`config.mk`:
```
export PLATFORM = sky130hd
export DESIGN_NAME = dmem_mmio_responder
export DESIGN_NICKNAME = d
export VERILOG_FILES = /design/src/rtl/dmem_mmio_responder.sv
export SDC_FILE = /design/constraint.sdc
export NUM_CORES = 2
export LEC_CHECK = 0
export CAP_MARGIN = 40
export CORE_UTILIZATION = 25
export CTS_BUF_LIST = sky130_fd_sc_hd__clkbuf_16
export CTS_CLUSTER_DIAMETER = 50
export DETAILED_ROUTE_END_ITERATION = 10
export PLACE_DENSITY = 0.43
export SLEW_MARGIN = 20
export SYNTH_ARGS = -nofsm -noshare
export SYNTH_HDL_FRONTEND = slang
export SYNTH_SLANG_ARGS = --single-unit
```
`constraint.sdc`:
```
create_clock -name clk -period 5.15 [get_ports clk]
set_clock_uncertainty 0.2 [all_clocks]
set_input_delay 0.515 -clock clk [delete_from_list [all_inputs] [get_ports clk]]
set_output_delay 0.515 -clock clk [all_outputs]
set_load 0.05 [all_outputs]
```
`src/rtl/dmem_mmio_responder.sv`:
```
// Data-memory responder for the single-cycle core: word RAM plus LED / CYCLE / TX-FIFO MMIO window.
// Latency: loads are combinational from dmem_addr; stores and FIFO pushes take effect at the next clk edge.
// Backpressure: tx_valid/tx_ready on the TX byte stream; a push into a full FIFO with no pop is dropped and sets sticky ovf.
module dmem_mmio_responder #(
   parameter int          MEM_WORDS  = 64,
   parameter int          FIFO_DEPTH = 4,
   parameter logic [31:0] MMIO_BASE  = 32'h0000_FF00
) (
   input  logic        clk,
   input  logic        reset,
   input  logic [31:0] dmem_addr,
   input  logic        dmem_write,
   input  logic [31:0] dmem_write_data,
   output logic [31:0] dmem_read_data,
   output logic [7:0]  leds,
   output logic [7:0]  tx_data,
   output logic        tx_valid,
   input  logic        tx_ready
);

   localparam int         AW     = $clog2(MEM_WORDS);
   localparam int         PW     = $clog2(FIFO_DEPTH);
   // count runs 0..FIFO_DEPTH, so five bits covers the largest legal depth of 16
   localparam logic [4:0] DEPTH5 = 5'(FIFO_DEPTH);

   // MMIO register offsets (word index inside the 16-byte window)
   localparam logic [1:0] OFF_LED    = 2'd0;
   localparam logic [1:0] OFF_CYCLE  = 2'd1;
   localparam logic [1:0] OFF_TXDATA = 2'd2;
   localparam logic [1:0] OFF_STATUS = 2'd3;

   // storage and architectural state
   logic [31:0]   r_mem  [MEM_WORDS];
   logic [7:0]    r_fifo [FIFO_DEPTH];
   logic [7:0]    r_leds;
   logic [31:0]   r_cycle;
   logic [PW-1:0] r_rptr;
   logic [PW-1:0] r_wptr;
   logic [4:0]    r_count;
   logic          r_ovf;

   // decode and handshake terms
   logic          w_is_mmio;
   logic [1:0]    w_off;
   logic [AW-1:0] w_ram_idx;
   logic          w_ram_we;
   logic          w_led_we;
   logic          w_cyc_we;
   logic          w_tx_we;
   logic          w_stat_we;
   logic          w_full;
   logic          w_empty;
   logic          w_pop;
   logic          w_push;
   logic          w_ovf_set;
   logic          w_ovf_clr;
   logic [31:0]   w_status;
   logic          w_addr_lsb_unused;

   // byte lanes are not supported, so the two low address bits never matter
   assign w_addr_lsb_unused = ^dmem_addr[1:0];

   // everything whose upper 28 bits match the window base is MMIO; all other addresses alias into RAM
   assign w_is_mmio = (dmem_addr[31:4] == MMIO_BASE[31:4]);
   assign w_off     = dmem_addr[3:2];
   assign w_ram_idx = dmem_addr[AW+1:2];

   // per-target write strobes; RAM and MMIO are mutually exclusive by the decode above
   assign w_ram_we  = dmem_write && !w_is_mmio;
   assign w_led_we  = dmem_write &&  w_is_mmio && (w_off == OFF_LED);
   assign w_cyc_we  = dmem_write &&  w_is_mmio && (w_off == OFF_CYCLE);
   assign w_tx_we   = dmem_write &&  w_is_mmio && (w_off == OFF_TXDATA);
   assign w_stat_we = dmem_write &&  w_is_mmio && (w_off == OFF_STATUS);

   // FIFO occupancy flags and the consumer handshake
   assign w_full  = (r_count == DEPTH5);
   assign w_empty = (r_count == 5'd0);
   assign w_pop   = !w_empty && tx_ready;

   // a pop in the same cycle frees the slot, so a push into a full FIFO is still accepted then
   assign w_push    = w_tx_we && (!w_full || w_pop);
   assign w_ovf_set = w_tx_we && w_full && !w_pop;
   assign w_ovf_clr = w_stat_we && dmem_write_data[8];

   assign w_status = {23'b0, r_ovf, r_count[3:0], 2'b00, w_empty, w_full};

   // outputs straight from registers; tx_data holds while stalled because rptr only moves on a pop
   assign leds     = r_leds;
   assign tx_valid = !w_empty;
   assign tx_data  = r_fifo[r_rptr];

   // combinational load path: the core expects data in the same cycle it presents the address
   always_comb begin
      dmem_read_data = r_mem[w_ram_idx];
      if (w_is_mmio) begin
         case (w_off)
            OFF_LED:    dmem_read_data = {24'b0, r_leds};
            OFF_CYCLE:  dmem_read_data = r_cycle;
            OFF_TXDATA: dmem_read_data = 32'b0;
            default:    dmem_read_data = w_status;
         endcase
      end
   end

   // word RAM: synchronous write, contents deliberately left unreset
   always_ff @(posedge clk) begin
      if (w_ram_we) begin
         r_mem[w_ram_idx] <= dmem_write_data;
      end
   end

   // FIFO byte storage: written only on an accepted push, no reset needed since tx_valid masks it
   always_ff @(posedge clk) begin
      if (w_push) begin
         r_fifo[r_wptr] <= dmem_write_data[7:0];
      end
   end

   // LED register
   always_ff @(posedge clk or negedge reset) begin
      if (!reset) begin
         r_leds <= 8'h00;
      end else if (w_led_we) begin
         r_leds <= dmem_write_data[7:0];
      end
   end

   // free-running cycle counter; a store loads it instead of incrementing on that edge
   always_ff @(posedge clk or negedge reset) begin
      if (!reset) begin
         r_cycle <= 32'h0;
      end else if (w_cyc_we) begin
         r_cycle <= dmem_write_data;
      end else begin
         r_cycle <= r_cycle + 32'd1;
      end
   end

   // FIFO pointers and occupancy; pointers wrap for free because the depth is a power of two
   always_ff @(posedge clk or negedge reset) begin
      if (!reset) begin
         r_rptr  <= '0;
         r_wptr  <= '0;
         r_count <= 5'd0;
      end else begin
         if (w_push) begin
            r_wptr <= r_wptr + PW'(1);
         end
         if (w_pop) begin
            r_rptr <= r_rptr + PW'(1);
         end
         case ({w_push, w_pop})
            2'b10:   r_count <= r_count + 5'd1;
            2'b01:   r_count <= r_count - 5'd1;
            default: r_count <= r_count;
         endcase
      end
   end

   // sticky overflow flag; a dropped byte on the same edge as a clear keeps the flag set
   always_ff @(posedge clk or negedge reset) begin
      if (!reset) begin
         r_ovf <= 1'b0;
      end else if (w_ovf_set) begin
         r_ovf <= 1'b1;
      end else if (w_ovf_clr) begin
         r_ovf <= 1'b0;
      end
   end

endmodule

```
Word level (Yosys, flattened, before mapping)
Memories as Yosys holds them, arrays and structs flattened.
Cells that the tools add are included.
Word-level totals
  register bits: 50
  RAM bits: 2080
  memories: 2
Memories
  r_mem: words 64, bits a word 32, rd ports 1, clocked after memory_dff 0, wr ports 1, line 33  | logic [31:0] r_mem [MEM_WORDS];
  r_fifo: words 4, bits a word 8, rd ports 1, clocked after memory_dff 0, wr ports 1, line 34  | logic [7:0] r_fifo [FIFO_DEPTH];
Cells by class
  add/subtract/negate cells: 5
  equal/unequal tests: 7
  mux-type cells: 10
  reduce and logical (&&, ||, !) cells: 20
Operators by type and width (count)
  32-bit one-hot mux with 3 select lines: 1
  32-bit two-way mux: 2
  32-bit by 1-bit adder with 32-bit output (second input constant): 1
  28-bit by 12-bit == test with 1-bit output (second input constant): 1
  1-bit logical AND: 11
  5-bit one-hot mux with 2 select lines: 1
  2-bit == test (second input constant): 3
  1-bit two-way mux: 6
  5-bit by 1-bit adder with 5-bit output (second input constant): 1
  5-bit by 3-bit == test with 1-bit output (second input constant): 1
  5-bit zero test: 1
  5-bit by 1-bit subtractor with 5-bit output (second input constant): 1
  2-bit by 1-bit adder with 2-bit output (second input constant): 2
  2-bit by 1-bit == test with 1-bit output (second input constant): 2
  1-bit zero test: 4
  2-bit nonzero test: 2
  2-bit zero test: 1
  1-bit logical OR: 1

Longest topological paths before layout
  depth after elaboration: 7
  depth in mapped cells: 12

Least setup slack after synthesis
No wires, ideal clock.
  path type: input-to-output
  start: input dmem_addr[6]
  end: output dmem_read_data[11]
  arrival: 3577 ps
  required time: 4435 ps
  slack: 858 ps
  stages on the path: 6
  buffers on the path: 4
  cells stage by stage: buf_2 buf_2 buf_2 buf_1 mux2i_1 o311ai_0
Between the ends
  longest elaborated chain between the ends: 2
Ends and longest elaborated chain
  from (decl): line 11  | input logic [31:0] dmem_addr,
  memory read 64 x 32 bit / 28-bit by 12-bit == test with 1-bit output (equally long branches)
  32-bit two-way mux (*): line 95  | if (w_is_mmio) begin
  to (decl): line 14  | output logic [31:0] dmem_read_data,
Every way passes the cells marked *; elsewhere a longest branch is shown, timed or not.

Worst setup path in the final report
  start: input dmem_addr[2]
  end: output dmem_read_data[1]
Between the ends
  longest elaborated chain between the ends: 3
Ends and longest elaborated chain (line)
  parallel branches: the longest is 2 deep, another holds memory read 64 x 32 bit
  32-bit two-way mux (*): 95
Every way passes the cells marked *.

==> impl_metrics.ini <==
[outcome]
status = finished, final reports clean

[cts]
clkTransAtPathRegs_ns = 0.06
cts_buffers = 278
clockRootBuffer = clkbuf_16
post-cts-setup-buffers = 0
cts_buffer_depth = 4
clock_latency_ns = 0.92
cts_tree = done
ctsHtreeMaxLevel = 5
cts_sinks = 2130
cts_resized = 0

[worst_setup_path]
crit_buf_inv = 5
r2r_cells = 9
cp-end-kind = output port
arrival_ns = 3.69
worstPathRequired_ns = 4.43
path_max_fanout = 34
crit_slowest_cell = mux4_2
critical_path_class = in -> out
crit_chain = buf_8 > buf_12 > buf_12 > mux4_2 > nand3_1 > nand3_1 > a2111oi_0 > buf_4 > a22oi_1 > buf_4
critPathMaxStageDelay_ns = 0.54
cpLargestDelayFamily = buffers and inverters
critPathLaunchType = input pin
worstSetupPathDepth = 10

[power_and_ir_drop]
p_leak_nw = 31.8
sw_frac_of_total_pct = 22.6
internal-power_mw = 31.3
powerDensity_mw_per_mm2 = 401
peakVddDrop_mv = 0.347
switchingPower_mw = 9.13
seqPwrFrac_pct = 47.7
power.share.clock_pct = 45.6
comb_power_share_pct = 6.7

[floorplanning]
die_area_sq_mm = 0.333
core_area_sq_mm = 0.328
die_w_um = 577
ios = 117
initial_utilization_pct = 25.2
die_h_um = 577
rows = 210

[routing]
dr.first_iter.drc_count = 3692
wire_per_inst_um = 28.7
firstDrtPassIters = 5
vias_per_cell = 4.63
postRouteWirelength_um = 251000
drc = 0
ant_nets = 0
vias = 40593

[synth]
synth_cells = 3723
synth_edf_count = 2080
netlist_area_sq_mm = 0.0828
yosysSeqAreaShare_pct = 77.0
yosysMostFrequentCell = edfxtp_1
syn-num-nets = 3800
yosys-top-cells-area = edfxtp_1, mux4_2, dfrtp_1, mux2i_1, nand2_1
synth_ff_type = edfxtp_1
synth_cell_types = 61
synth_seq_cells = 2130
yosys_warnings = 0
syn_avg_cell_area_sq_um = 22.2
yosysTopAreaCellShare_pct = 75.5
ys_async_sr_fraction_pct = 2.35
yosys.area.top_type = edfxtp_1
synth_common_cells = edfxtp_1, mux4_2, nand2_1

[layout]
multi_input_area_sq_mm = 0.0183
nFillCells = 31684
seq_area_sq_mm = 0.0637
drive_above_1_share_pct = 31.6
layout.cells.non_filler = 8763
fin_nets = 4299
final_area_sq_mm = 0.101
area_delta_synth_final_pct = 21.7
final_core_util_pct = 30.7

[global_route]
grt_pass1_wl_um = 348000
grt_pass1_vias = 42323
overflow = 0
grt_use_total_pct = 14.9
antenna_found_initial = 17
grt_start_max_net_pins = 71

[worst_hold_path]
worstHoldPathCells = 3
min_path_type = in -> reg

[placement]
dp_cells = 8268
place_hpwl_um = 148000
io_buffers = 114
gp_congestion = 0.804
place_area_sq_mm = 0.0917

[timing]
worst_pin_slew_ns = 0.909
period_share_pct = 85.5
finalSetupTns_ns = 0
slew_headroom_pct = 39.4
hold_viol_final = 0
max_freq_mhz = 227
rsz0062_at_grt = false
period_minus_slack_ns = 4.40
drv_slew = 0
setup-violations-final = 0

[flow_run]
maxCapViolCount = 0
worst register-to-register path, delay by kind of cell, from the launching register on:
kind                       cells  cell delay, ns
xor gates and xnor gates       1            0.14
AOI/OAI and AO/OA              5            1.24
adders and majority gates      1            0.44
DFF                            1            0.44
and+or+nand+nor                2            0.68
registers in the layout, indices dropped and copies added (netlist names):
register and count:
r_count 5, r_mem 2048, r_rptr 2, r_fifo 32
r_cycle 32, r_ovf 1, r_wptr 2, leds 8
final timing paths:
check / endpoint / start / slack [ns]
worst max register to register: r_count[4]$_DFFE_PN0P_ / r_count[3]$_DFFE_PN0P_ / 1.93
min in group asynchronous: r_rptr[0]$_DFFE_PN0P_ / reset / 0.39
worst max-delay path: dmem_read_data[1] / dmem_addr[2] / 0.75
worst min register to register: r_count[4]$_DFFE_PN0P_ / r_count[4]$_DFFE_PN0P_ / 0.30
max in group asynchronous: r_cycle[23]$_DFF_PN0_ / reset / 3.81
worst min-delay path: r_cycle[30]$_DFF_PN0_ / dmem_write_data[30] / 0.06
per-stage QoR:
| step | total power, mW | hold slack (ns) | setup slack [ns] |
|---|---|---|---|
| 5_1_grt | 41.6 | 0.0425 | 0.598 |
| 4_1_cts | 40.9 | 0.0223 | 0.655 |
| 3_3_place_gp | 22.3 | 0.278 | 0.641 |
| 2_1_floorplan | 21.0 | 0.0194 | 0.858 |
| 6_report | 40.4 | 0.0627 | 0.749 |
| 3_5_place_dp | 22.4 | 0.281 | 0.654 |
cells by family after synthesis:
logic type      count (synthesis)  share of synthesized area, %
compound gates                223                          1.81
xor+xnor                       35                         0.370
fa+ha+maj                       9                         0.145
buf+inv                       214                          1.48
flops                        2130                          77.0
mux                           703                          16.9
simple gates                  409                          2.29
repair_timing:
item,4_1_cts,5_1_grt
hold endpoints to repair,128,47
setup endpoints to repair,0,0
hold buffers,6,6
cells in the final DEF, fill, tap and decap left out, types with 17 or more instances in the layout:
master           instances
nand4_1                 22
dfrtp_1                 50
inv_1                   63
o21ai_0                 17
clkbuf_16              284
buf_4                  224
buf_2                   34
inv_6                   22
xnor2_1                 27
mux2_2                  37
mux4_1                  17
nor2_1                  50
a22oi_1                 17
nand3_1                 52
a21oi_1                 65
mux4_2                 532
clkinv_1                37
a31oi_1                 18
mux2i_1                117
nand2_1                137
clkdlybuf4s50_1         43
edfxtp_1              2080
clkinv_2                30
buf_12                  91
o22ai_1                 24
nor2_4                  64
bufinv_16               20
cell type report:
class / count / area share [%]
Antenna cell: 3 / 0.00745
Clock buffer: 284 / 7.06
Clock inverter: 188 / 1.53
Inverter: 18 / 0.0745
Multi-Input combinational cell: 1379 / 18.2
Sequential cell: 2130 / 63.3
Tap cell: 4346 / 5.40
Timing Repair Buffer: 415 / 4.45
per-layer routing:
layer	vias up	track usage (%)	wire length, um
li1	16799	-	-
met1	22372	20.2	110000
met2	1072	25.3	124000
met3	344	2.13	11200
met4	6	3.62	5570
met5	-	0	47
power groups by stage:
stage                     sequential (mW)  combinational (mW)  clock (mW)
after floorplan                      19.6                1.44           0
after global routing                 19.3                2.87        19.5
after detailed placement             19.6                2.74           0
final                                19.3                2.72        18.4
after global placement               19.6                2.72           0
after CTS                            19.3                2.75        18.8
Note: power is estimated with default switching activity, not from simulation.
